`config.mk`:
```
export PLATFORM = sky130hd
export DESIGN_NAME = dump_seq_ctrl_flat
export DESIGN_NICKNAME = d
export VERILOG_FILES = /design/src/rtl/dump_seq_ctrl_if.sv /design/src/rtl/dump_seq_ctrl.sv /design/src/flat_wrapper.sv
export SDC_FILE = /design/constraint.sdc
export NUM_CORES = 1
export LEC_CHECK = 0
export CAP_MARGIN = 20
export CORE_MARGIN = 5
export CORE_UTILIZATION = 55
export CTS_BUF_LIST = sky130_fd_sc_hd__clkbuf_16
export CTS_CLUSTER_DIAMETER = 40
export DETAILED_ROUTE_END_ITERATION = 6
export DONT_BUFFER_PORTS = 1
export PLACE_DENSITY_LB_ADDON = 0.2
export SLEW_MARGIN = 20
export SYNTH_ARGS = -nofsm -noshare
export SYNTH_HDL_FRONTEND = slang
export SYNTH_SLANG_ARGS = --single-unit
```
`constraint.sdc`:
```
create_clock -name clk_sys -period 4.49 [get_ports clk_sys]
set_input_delay 0.898 -clock clk_sys [delete_from_list [all_inputs] [get_ports clk_sys]]
set_output_delay 0.898 -clock clk_sys [all_outputs]
set_load 0.05 [all_outputs]
```
`src/rtl/dump_seq_ctrl_if.sv`:
```
// Signal bundle between the dump sequencer and its surroundings (top FSM, dump timer).
// dump_on_total is present only when DUMP_SEQ_MON_EN is defined.
interface dump_seq_ctrl_if #(
  parameter int LEN_W = 12,
  parameter int REP_W = 4
);
  logic             state_start;
  logic             dump_start;
  logic [LEN_W-1:0] on_len;
  logic [LEN_W-1:0] gap_len;
  logic [REP_W-1:0] rep_num;
  logic [LEN_W-1:0] count;
  logic             timer_start;
  logic             dump_on;
  logic             dump_busy;
  logic             dump_done;
  logic             dump_abort;
`ifdef DUMP_SEQ_MON_EN
  logic [15:0]      dump_on_total;
`endif

  modport master (
    output state_start, dump_start, on_len, gap_len, rep_num, count,
    input  timer_start, dump_on, dump_busy, dump_done, dump_abort
`ifdef DUMP_SEQ_MON_EN
    , input dump_on_total
`endif
  );

  modport slave (
    input  state_start, dump_start, on_len, gap_len, rep_num, count,
    output timer_start, dump_on, dump_busy, dump_done, dump_abort
`ifdef DUMP_SEQ_MON_EN
    , output dump_on_total
`endif
  );
endinterface

```
`src/rtl/dump_seq_ctrl.sv`:
```
// Coil energy-dump sequencer: ON/GAP repetitions timed off the external dump timer count.
// Optional DUMP_SEQ_MON_EN adds a saturating count of dump_on cycles (dump_on_total).
module dump_seq_ctrl #(
  parameter int LEN_W = 12,
  parameter int REP_W = 4
) (
  input logic          clk_sys,
  input logic          rst,
  dump_seq_ctrl_if.slave bus
);

  typedef enum logic [2:0] {
    IDLE,
    CLR_ON,
    ON,
    CLR_GAP,
    GAP,
    DONE
  } state_t;

  state_t           state;
  state_t           state_nxt;
  logic [LEN_W-1:0] on_len_s;
  logic [LEN_W-1:0] gap_len_s;
  logic [REP_W-1:0] rep_num_s;
  logic [REP_W-1:0] rep_cnt;
  logic             abort_q;
  logic             start_ok;
  logic             abort;
  logic             on_end;
  logic             gap_end;
  logic             last_rep;

  assign start_ok = (state == IDLE) && bus.dump_start && bus.state_start;
  assign abort    = (state != IDLE) && !bus.state_start;
  assign on_end   = bus.count == (on_len_s - LEN_W'(1));
  assign gap_end  = bus.count == (gap_len_s - LEN_W'(1));
  assign last_rep = rep_cnt == (rep_num_s - REP_W'(1));

  always_ff @(posedge clk_sys or posedge rst) begin
    if (rst) begin
      state <= IDLE;
    end else begin
      state <= state_nxt;
    end
  end

  // Abort is applied last so it overrides every phase exit, including GAP->DONE.
  always_comb begin
    state_nxt = state;
    case (state)
      IDLE:    if (start_ok) state_nxt = CLR_ON;
      CLR_ON:  state_nxt = ON;
      ON:      if (on_end) state_nxt = CLR_GAP;
      CLR_GAP: state_nxt = GAP;
      GAP:     if (gap_end) state_nxt = last_rep ? DONE : CLR_ON;
      DONE:    state_nxt = IDLE;
      default: state_nxt = IDLE;
    endcase
    if (abort) state_nxt = IDLE;
  end

  always_ff @(posedge clk_sys or posedge rst) begin
    if (rst) begin
      on_len_s  <= '0;
      gap_len_s <= '0;
      rep_num_s <= '0;
      rep_cnt   <= '0;
    end else if (start_ok) begin
      on_len_s  <= (bus.on_len == '0) ? LEN_W'(1) : bus.on_len;
      gap_len_s <= (bus.gap_len == '0) ? LEN_W'(1) : bus.gap_len;
      rep_num_s <= (bus.rep_num == '0) ? REP_W'(1) : bus.rep_num;
      rep_cnt   <= '0;
    end else if ((state == GAP) && gap_end && !last_rep && !abort) begin
      rep_cnt <= rep_cnt + REP_W'(1);
    end
  end

  always_ff @(posedge clk_sys or posedge rst) begin
    if (rst) begin
      abort_q <= 1'b0;
    end else begin
      abort_q <= abort;
    end
  end

  assign bus.timer_start = (state == ON) || (state == GAP);
  assign bus.dump_on     = (state == ON);
  assign bus.dump_busy   = (state != IDLE);
  assign bus.dump_done   = (state == DONE);
  assign bus.dump_abort  = abort_q;

`ifdef DUMP_SEQ_MON_EN
  logic [15:0] on_total;

  // Cleared only in the first repetition's CLR_ON, so the total spans the whole sequence.
  always_ff @(posedge clk_sys or posedge rst) begin
    if (rst) begin
      on_total <= '0;
    end else if ((state == CLR_ON) && (rep_cnt == '0)) begin
      on_total <= '0;
    end else if ((state == ON) && (on_total != 16'hFFFF)) begin
      on_total <= on_total + 16'd1;
    end
  end

  assign bus.dump_on_total = on_total;
`endif

endmodule

```
`src/flat_wrapper.sv`:
```
// flat-port wrapper written by rule: the top's interface ports become plain ports
module dump_seq_ctrl_flat 
#(
  parameter int LEN_W = 12,
  parameter int REP_W = 4
)
  (clk_sys, rst, bus_state_start, bus_dump_start, bus_on_len, bus_gap_len, bus_rep_num, bus_count, bus_timer_start, bus_dump_on, bus_dump_busy, bus_dump_done, bus_dump_abort);
  dump_seq_ctrl_if #(.LEN_W(LEN_W), .REP_W(REP_W)) bus_i ();
  input logic clk_sys;
  input logic rst;
  input wire logic [$bits(bus_i.state_start)-1:0] bus_state_start;
  input wire logic [$bits(bus_i.dump_start)-1:0] bus_dump_start;
  input wire logic [$bits(bus_i.on_len)-1:0] bus_on_len;
  input wire logic [$bits(bus_i.gap_len)-1:0] bus_gap_len;
  input wire logic [$bits(bus_i.rep_num)-1:0] bus_rep_num;
  input wire logic [$bits(bus_i.count)-1:0] bus_count;
  output wire logic [$bits(bus_i.timer_start)-1:0] bus_timer_start;
  output wire logic [$bits(bus_i.dump_on)-1:0] bus_dump_on;
  output wire logic [$bits(bus_i.dump_busy)-1:0] bus_dump_busy;
  output wire logic [$bits(bus_i.dump_done)-1:0] bus_dump_done;
  output wire logic [$bits(bus_i.dump_abort)-1:0] bus_dump_abort;
  assign bus_i.state_start = bus_state_start;
  assign bus_i.dump_start = bus_dump_start;
  assign bus_i.on_len = bus_on_len;
  assign bus_i.gap_len = bus_gap_len;
  assign bus_i.rep_num = bus_rep_num;
  assign bus_i.count = bus_count;
  assign bus_timer_start = bus_i.timer_start;
  assign bus_dump_on = bus_i.dump_on;
  assign bus_dump_busy = bus_i.dump_busy;
  assign bus_dump_done = bus_i.dump_done;
  assign bus_dump_abort = bus_i.dump_abort;
  dump_seq_ctrl #(.LEN_W(LEN_W), .REP_W(REP_W)) u_core (.clk_sys(clk_sys), .rst(rst), .bus(bus_i));
endmodule
```
==> summary.md, run 1 <==
| Metric | Value |
|---|---|
| Count of mapped cells out of synthesis | 234 |
| # Post-CTS Setup Buffers | 0 |
| Num Clock Sinks | 36 |
| Hold Startpoint | u_core.rep_cnt[3] |
| YS warnings | 0 |
| Max Fclk | roughly 360 MHz |
| CTS max path bufs | 2 |
| CP Launch Type | flip-flop |
| Status | finished, final reports clean |
| Mapped Avg Cell Area | 9.99 µm² |
| Final Max Tran Viols | 0 |
| Count of input and output buffers | 0 |
| Leakage power | about 0.99 nW |
| Clk Latency, worst-skew pair | 0.28 ns |
| Seq/Total Area, Yosys | 0.385 |
| Reg power frac | 0.396 |
| Die W | about 75 µm |
| Post-DP HPWL | between 3 and 4 mm |
| CP Capture Type | primary output |
| Unique masters post-synth | 45 |
| Clock network power share | 0.189 |
| GP Congestion | between 0.7 and 0.8 |
| Kind of critical path | reg2out |
| Hold EP | u_core.rep_cnt[3] |
| Switching share of power | 0.401 |
| Final Util | 0.620 |
| R2R Path End | u_core.rep_cnt[3] |
| Die Y | ~75 µm |
| Vias in the first global route | roughly 1700 |
| N_diodes | 0 |
| First-pass DRT Iterations | 4 |
| Peak supply drop | around 0.32 mV |
| Comb pwr share | 0.415 |
| R2R Path Start | u_core.gap_len_s[0] |
| Reg clk slew, reported paths | about 0.050 ns |
| Power per Cell Area | approximately 680 nW/µm² |
| Die area | around 5700 µm² |
| Total CTS buffers | 5 |
| Power Internal | 1.02 mW |
| Fillers | 340 |
| IO Count | between 40 and 50 |
| Largest net degree at the start of global routing | 37 |
| Syn_nets | 282 |
| Post-cts resize count | 0 |
| First-pass GRT wire length | slightly above 8 mm |
| Critical Path RT | roughly 3.6 ns |
| Worst relative slew slack | 0.313 |
| Min-Delay Path Class | reg2reg |
| Std-Cell Rows | 23 |
| Worst R2R Path Depth | 7 |
| CTS tree | built |
| Multi-input logic area | 1370 µm² |
| Slew @ Worst Pin | 1.03 ns |
| Initial antenna violation count | 0 |
| P_sw | about 0.68 mW |
| Final WL | roughly 5.1 mm |
| Via/cell ratio | just over 6 |
| WHS Path Cells | 1 |
| Worst reg2reg setup slack | between 2 and 2.5 ns |
| Area Overhead vs Synth | 7.71% |
| RSZ-0062 raised after global routing | no |
| Post-cts hold buffer count | 0 |
| Critical path fanouts, max | 7 |
| # setup viols final | 0 |
| Share of cells above drive strength 1 | 0.166 |
| Sequential Area | between 900 and 1000 µm² |
| WP data arrival | 1.86 ns |
| Final Hold Viols | 0 |
| Antenna viol nets, final | 0 |
| Fin Setup TNS | 0 ns |
| Final Cycle Share | 0.614 |
| GRT Util Overall | 0.197 |
| Post-synth EDFFs | 0 |
| Core area | between 4000 and 5000 µm² |
| # Max-Cap Violations | 0 |
| Via count | roughly 1700 |
| Drt first-iter violations | 36 |
| H-tree lvl count | 2 |
| Number of synthesized register bits | 36 |
| GRT overflow | 0 |
| Initial core utilization | 0.576 |
| Remaining DRCs | 0 |
| Root Buffer | clkbuf_16 |
| Mapped Area | 2340 µm² |
| Wire per inst | 17.8 µm |
| Nets | about 280 |
| Min Tclk post-route | ~2.8 ns |
| Ys async rst share | 1.00 |
| Top FF cell, synth | dfrtp_1 |
| Max Clock Skew | 0.00437 ns |
-- layer usage --
layer	GRT usage	routed length [µm]	up-vias
met5	0	0	-
met4	0.0718	69	0
met3	0.0681	399	6
met2	0.300	2260	47
met1	0.262	2350	831
li1	-	-	856
-- power by group through the flow --
stage	Sequential (mW)	Clock, mW	Combinational, mW
after detailed placement	0.674	0	0.706
after floorplan	0.602	0	0.649
after CTS	0.670	0.326	0.712
final	0.675	0.323	0.707
after global routing	0.702	0.340	0.784
after global placement	0.672	0	0.689
-- layout make-up --
| type | count | share of cell area |
|---|---|---|
| Multi-Input combinational cell | 181 | 0.545 |
| Sequential cell | 36 | 0.358 |
| Clock inverter | 2 | 0.00298 |
| Clock buffer | 5 | 0.0497 |
| Tap cell | 50 | 0.0249 |
| Timing Repair Buffer | 2 | 0.00596 |
| Inverter | 9 | 0.0134 |
-- registers in the layout, summed over array words and instances (netlist names) --
signal	flops
u_core.bus.dump_abort	1
u_core.gap_len_s	12
u_core.rep_num_s	4
u_core.rep_cnt	4
u_core.on_len_s	12
u_core.state	3
-- stage by stage --
stage / setup slack [ns] / power [mW] / hold slack [ns] / std cells / area (µm²)
after global placement: 1.86 / 1.36 / 0.494 / 278 / 2380
after floorplan: 2.06 / 1.25 / 0.466 / 234 / 2340
after detailed placement: 1.82 / 1.38 / 0.492 / 278 / 2380
after CTS: 1.72 / 1.71 / 0.503 / 285 / 2520
final: 1.73 / 1.71 / 0.500 / 285 / 2520
after global routing: 1.61 / 1.83 / 0.530 / 285 / 2520
-- worst max path at each step --
stage	startpoint	slack [ns]	cells past startpoint	end
final	u_core.state[2]	1.73	3	bus_timer_start
after global routing	u_core.state[2]	1.61	3	bus_timer_start
after floorplan	bus_count[2]	2.06	8	u_core.rep_cnt[3]
after detailed placement	bus_state_start	1.82	5	u_core.gap_len_s[0]
after global placement	bus_state_start	1.86	5	u_core.gap_len_s[0]
after CTS	u_core.state[2]	1.72	3	bus_timer_start
-- critical path: stages, from the launching register on --
cell	delay, ns
dfrtp_1	0.43
nor2b_1	0.29
inv_1	0.07
a21oi_1	0.80
-- logic make-up (layout without fill, tap and decap cells) --
kind of cell	count (synthesis)	count (layout)	synth area share
AOI/OAI and AO/OA	35	35	0.107
xor gates and xnor gates	35	35	0.131
adders and majority gates	4	4	0.0214
buffers and inverters	17	18	0.0273
DFF	36	36	0.385
muxes	27	27	0.129
and+or+nand+nor	80	80	0.199
-- synthesized netlist by cell type (2+ instances only) --
master      n  share of area
a211o_1     2         0.0075
a21oi_1     6          0.013
a311oi_1    2         0.0075
a31o_2      2         0.0075
a31oi_1     2         0.0054
and2_1      2         0.0054
clkbuf_1    8          0.013
dfrtp_1    36           0.39
ha_1        4          0.021
inv_1       9          0.014
mux2_2     25           0.12
mux2i_1     2         0.0086
nand2_1    13          0.021
nand2b_1    4          0.011
nand3_1     6          0.013
nand3b_1    2         0.0064
nand4_1     2         0.0054
nand4b_1    2         0.0075
nor2_1      8          0.013
nor2b_1     4          0.011
nor3_1     13          0.028
nor3b_1     3         0.0096
nor4_1      9          0.024
nor4b_1     2         0.0075
o2111ai_1   2         0.0075
o21ai_0     7          0.015
o221ai_1    3          0.011
or3_1       4          0.011
xnor2_1    25          0.094
xor2_1     10          0.037
-- placed cells by master, fill, tap and decap left out, types with 3 or more instances in the layout --
master	count
a21oi_1	6
clkbuf_16	5
dfrtp_1	36
ha_1	4
inv_1	9
mux2_2	25
nand2_1	13
nand2b_1	4
nand3_1	6
nor2_1	8
nor2b_1	4
nor3_1	13
nor3b_1	3
nor4_1	9
o21ai_0	7
o221ai_1	3
or3_1	4
xnor2_1	25
xor2_1	10
(Power assumes the default switching activity.)
==> run 2: changes to the inputs <==
- clock period: 4.49 -> 2.5 ns (I/O delays scaled with it)
==> summary.md, run 2 (synthesis results as in run 1) <==
| Metric | Value |
|---|---|
| N_diodes | 0 |
| Max Fclk | approximately 430 MHz |
| Slew @ Worst Pin | ~0.57 ns |
| Post-cts hold buffer count | 0 |
| Share of cells above drive strength 1 | 0.203 |
| Nets | about 290 |
| Critical Path RT | about 2.7 ns |
| Final Max Tran Viols | 0 |
| Total CTS buffers | 5 |
| Reg clk slew, reported paths | about 0.060 ns |
| Most common cell after layout, fill and taps aside | dfrtp_1 |
| Final Cycle Share | 0.927 |
| Total power | approximately 3.1 mW |
| GP Congestion | between 0.8 and 0.9 |
| Regs by FF count | u_core.gap_len_s (12), u_core.on_len_s (12) |
| Power per Cell Area | between 1000 and 1500 nW/µm² |
| First-pass DRT Iterations | 4 |
| Die Y | 75.2 µm |
| Remaining DRCs | 0 |
| Crit-path cells | inv_1 -> ha_1 -> xnor2_1 -> a21o_1 -> o21ai_0 -> o211ai_2 -> nor4_4 -> nand4_1 -> mux2i_1 |
| Antenna viol nets, final | 0 |
| Root Buffer | clkbuf_16 |
| Max Clock Skew | 0.00586 ns |
| Final Util | 0.636 |
| Top Usage Layer GRT | met2 |
| Final Hold Viols | 0 |
| Initial antenna violation count | 0 |
| Drt first-iter violations | 90 |
| Fin Setup TNS | 0 ns |
| Count of input and output buffers | 0 |
| CP Capture Type | flip-flop |
| CTS tree | built |
| GRT overflow | 0 |
| Delay of the slowest cell on the worst path | 0.41 ns |
| Wire per inst | ~17 µm |
| Post-DP Area | between 2000 and 2500 µm² |
| Std-Cell Rows | 23 |
| Most frequent cells in the layout | 36 x dfrtp_1, 25 x mux2_2, 25 x xnor2_1 |
| GRT Util Overall | 0.200 |
| Peak supply drop | 0.526 mV |
| Met2 Usage GRT | 0.300 |
| Fillers | roughly 360 |
| Met1 Use GR | 0.263 |
| Final hold slack | roughly 0.21 ns |
| Num Clock Sinks | 36 |
| First-pass GRT wire length | between 8 and 9 mm |
| # setup viols final | 0 |
| M3 GR Usage | 0.0774 |
| H-tree lvl count | 2 |
| Clk Latency, worst-skew pair | about 0.28 ns |
| Via count | between 1500 and 2000 |
| CP Launch Type | flip-flop |
| Area Overhead vs Synth | 10.4% |
| # Max-Cap Violations | 0 |
| Final WL | between 5 and 6 mm |
| Die W | ~75 µm |
| Largest net degree at the start of global routing | 37 |
| Min-Delay Path Class | in2async |
| Core area | around 4000 µm² |
| Worst relative slew slack | 0.619 |
| Final Instance Area | approximately 2600 µm² |
| Post-DP HPWL | 3.88 mm |
| Die area | ~5700 µm² |
| Worst reg2reg setup slack | around 0.18 ns |
| Kind of critical path | reg2reg |
| RSZ-0062 raised after global routing | no |
| Worst R2R Path Depth | 9 |
| Vias in the first global route | approximately 1700 |
| Critical path fanouts, max | 7 |
| IO Count | 49 |
| Min Tclk post-route | approximately 2.3 ns |
| Initial core utilization | 0.576 |
| CTS max path bufs | 2 |
| Status | finished, final reports clean |
| CP max stage cell | dfrtp_1 |
| Leakage power | between 1 and 1.5 nW |
| WP data arrival | approximately 2.5 ns |
| Via/cell ratio | between 6 and 7 |
==> run 2: per-stage QoR <==
stage	setup WS (ns)	instances
global route	0.0354	291
floorplan	0.292	234
finish	0.182	291
CTS	0.172	291
global placement	0.210	283
detailed placement	0.168	283
==> run 2: final timing paths <==
path                                         end           startpoint
setup / recovery               u_core.rep_cnt[3]  u_core.gap_len_s[0]
hold / removal                 u_core.rep_cnt[0]                  rst
setup reg to reg               u_core.rep_cnt[3]  u_core.gap_len_s[0]
hold reg to reg                u_core.rep_cnt[3]    u_core.rep_cnt[3]
max in group asynchronous    u_core.gap_len_s[4]                  rst
min in group clk_sys       u_core.bus.dump_abort      bus_state_start
==> run 2: routing by layer <==
metal | share of wire | vias to the layer above | wire [µm]
met2 | 0.44 | 42 | 2230
met4 | 0.014 | 0 | 72
met1 | 0.46 | 844 | 2300
li1 | - | 869 | -
met3 | 0.086 | 7 | 435
met5 | 0 | - | 0
==> run 2: layout make-up <==
cell class,count,area (µm²),share of cell area
Multi-Input combinational cell,181,1390,0.539
Sequential cell,36,901,0.349
Clock buffer,5,125,0.0485
Tap cell,50,62.6,0.0242
Timing Repair Buffer,7,52.6,0.0204
Inverter,9,33.8,0.0131
Clock inverter,3,13.8,0.00533
==> run 2: report_power, final <==
part,switching [mW],total [mW],internal (mW)
Sequential,0.351,1.19,0.839
Clock,0.235,0.597,0.362
Combinational,0.665,1.36,0.691
Total,1.25,3.14,1.89
==> run 2: timing repair <==
item,CTS,global route
resized for setup,0,4
buffers inserted,0,0
setup endpoints to repair,0,3
==> run 2: worst max-delay path, delay by kind of cell (launching register included) <==
family / cells / cell delay, ns
buffers and inverters: 1 / 0.09
DFF: 1 / 0.41
muxes: 1 / 0.13
adders and majority gates: 1 / 0.32
and+or+nand+nor: 2 / 0.55
AOI/OAI and AO/OA: 3 / 0.59
xor gates and xnor gates: 1 / 0.12
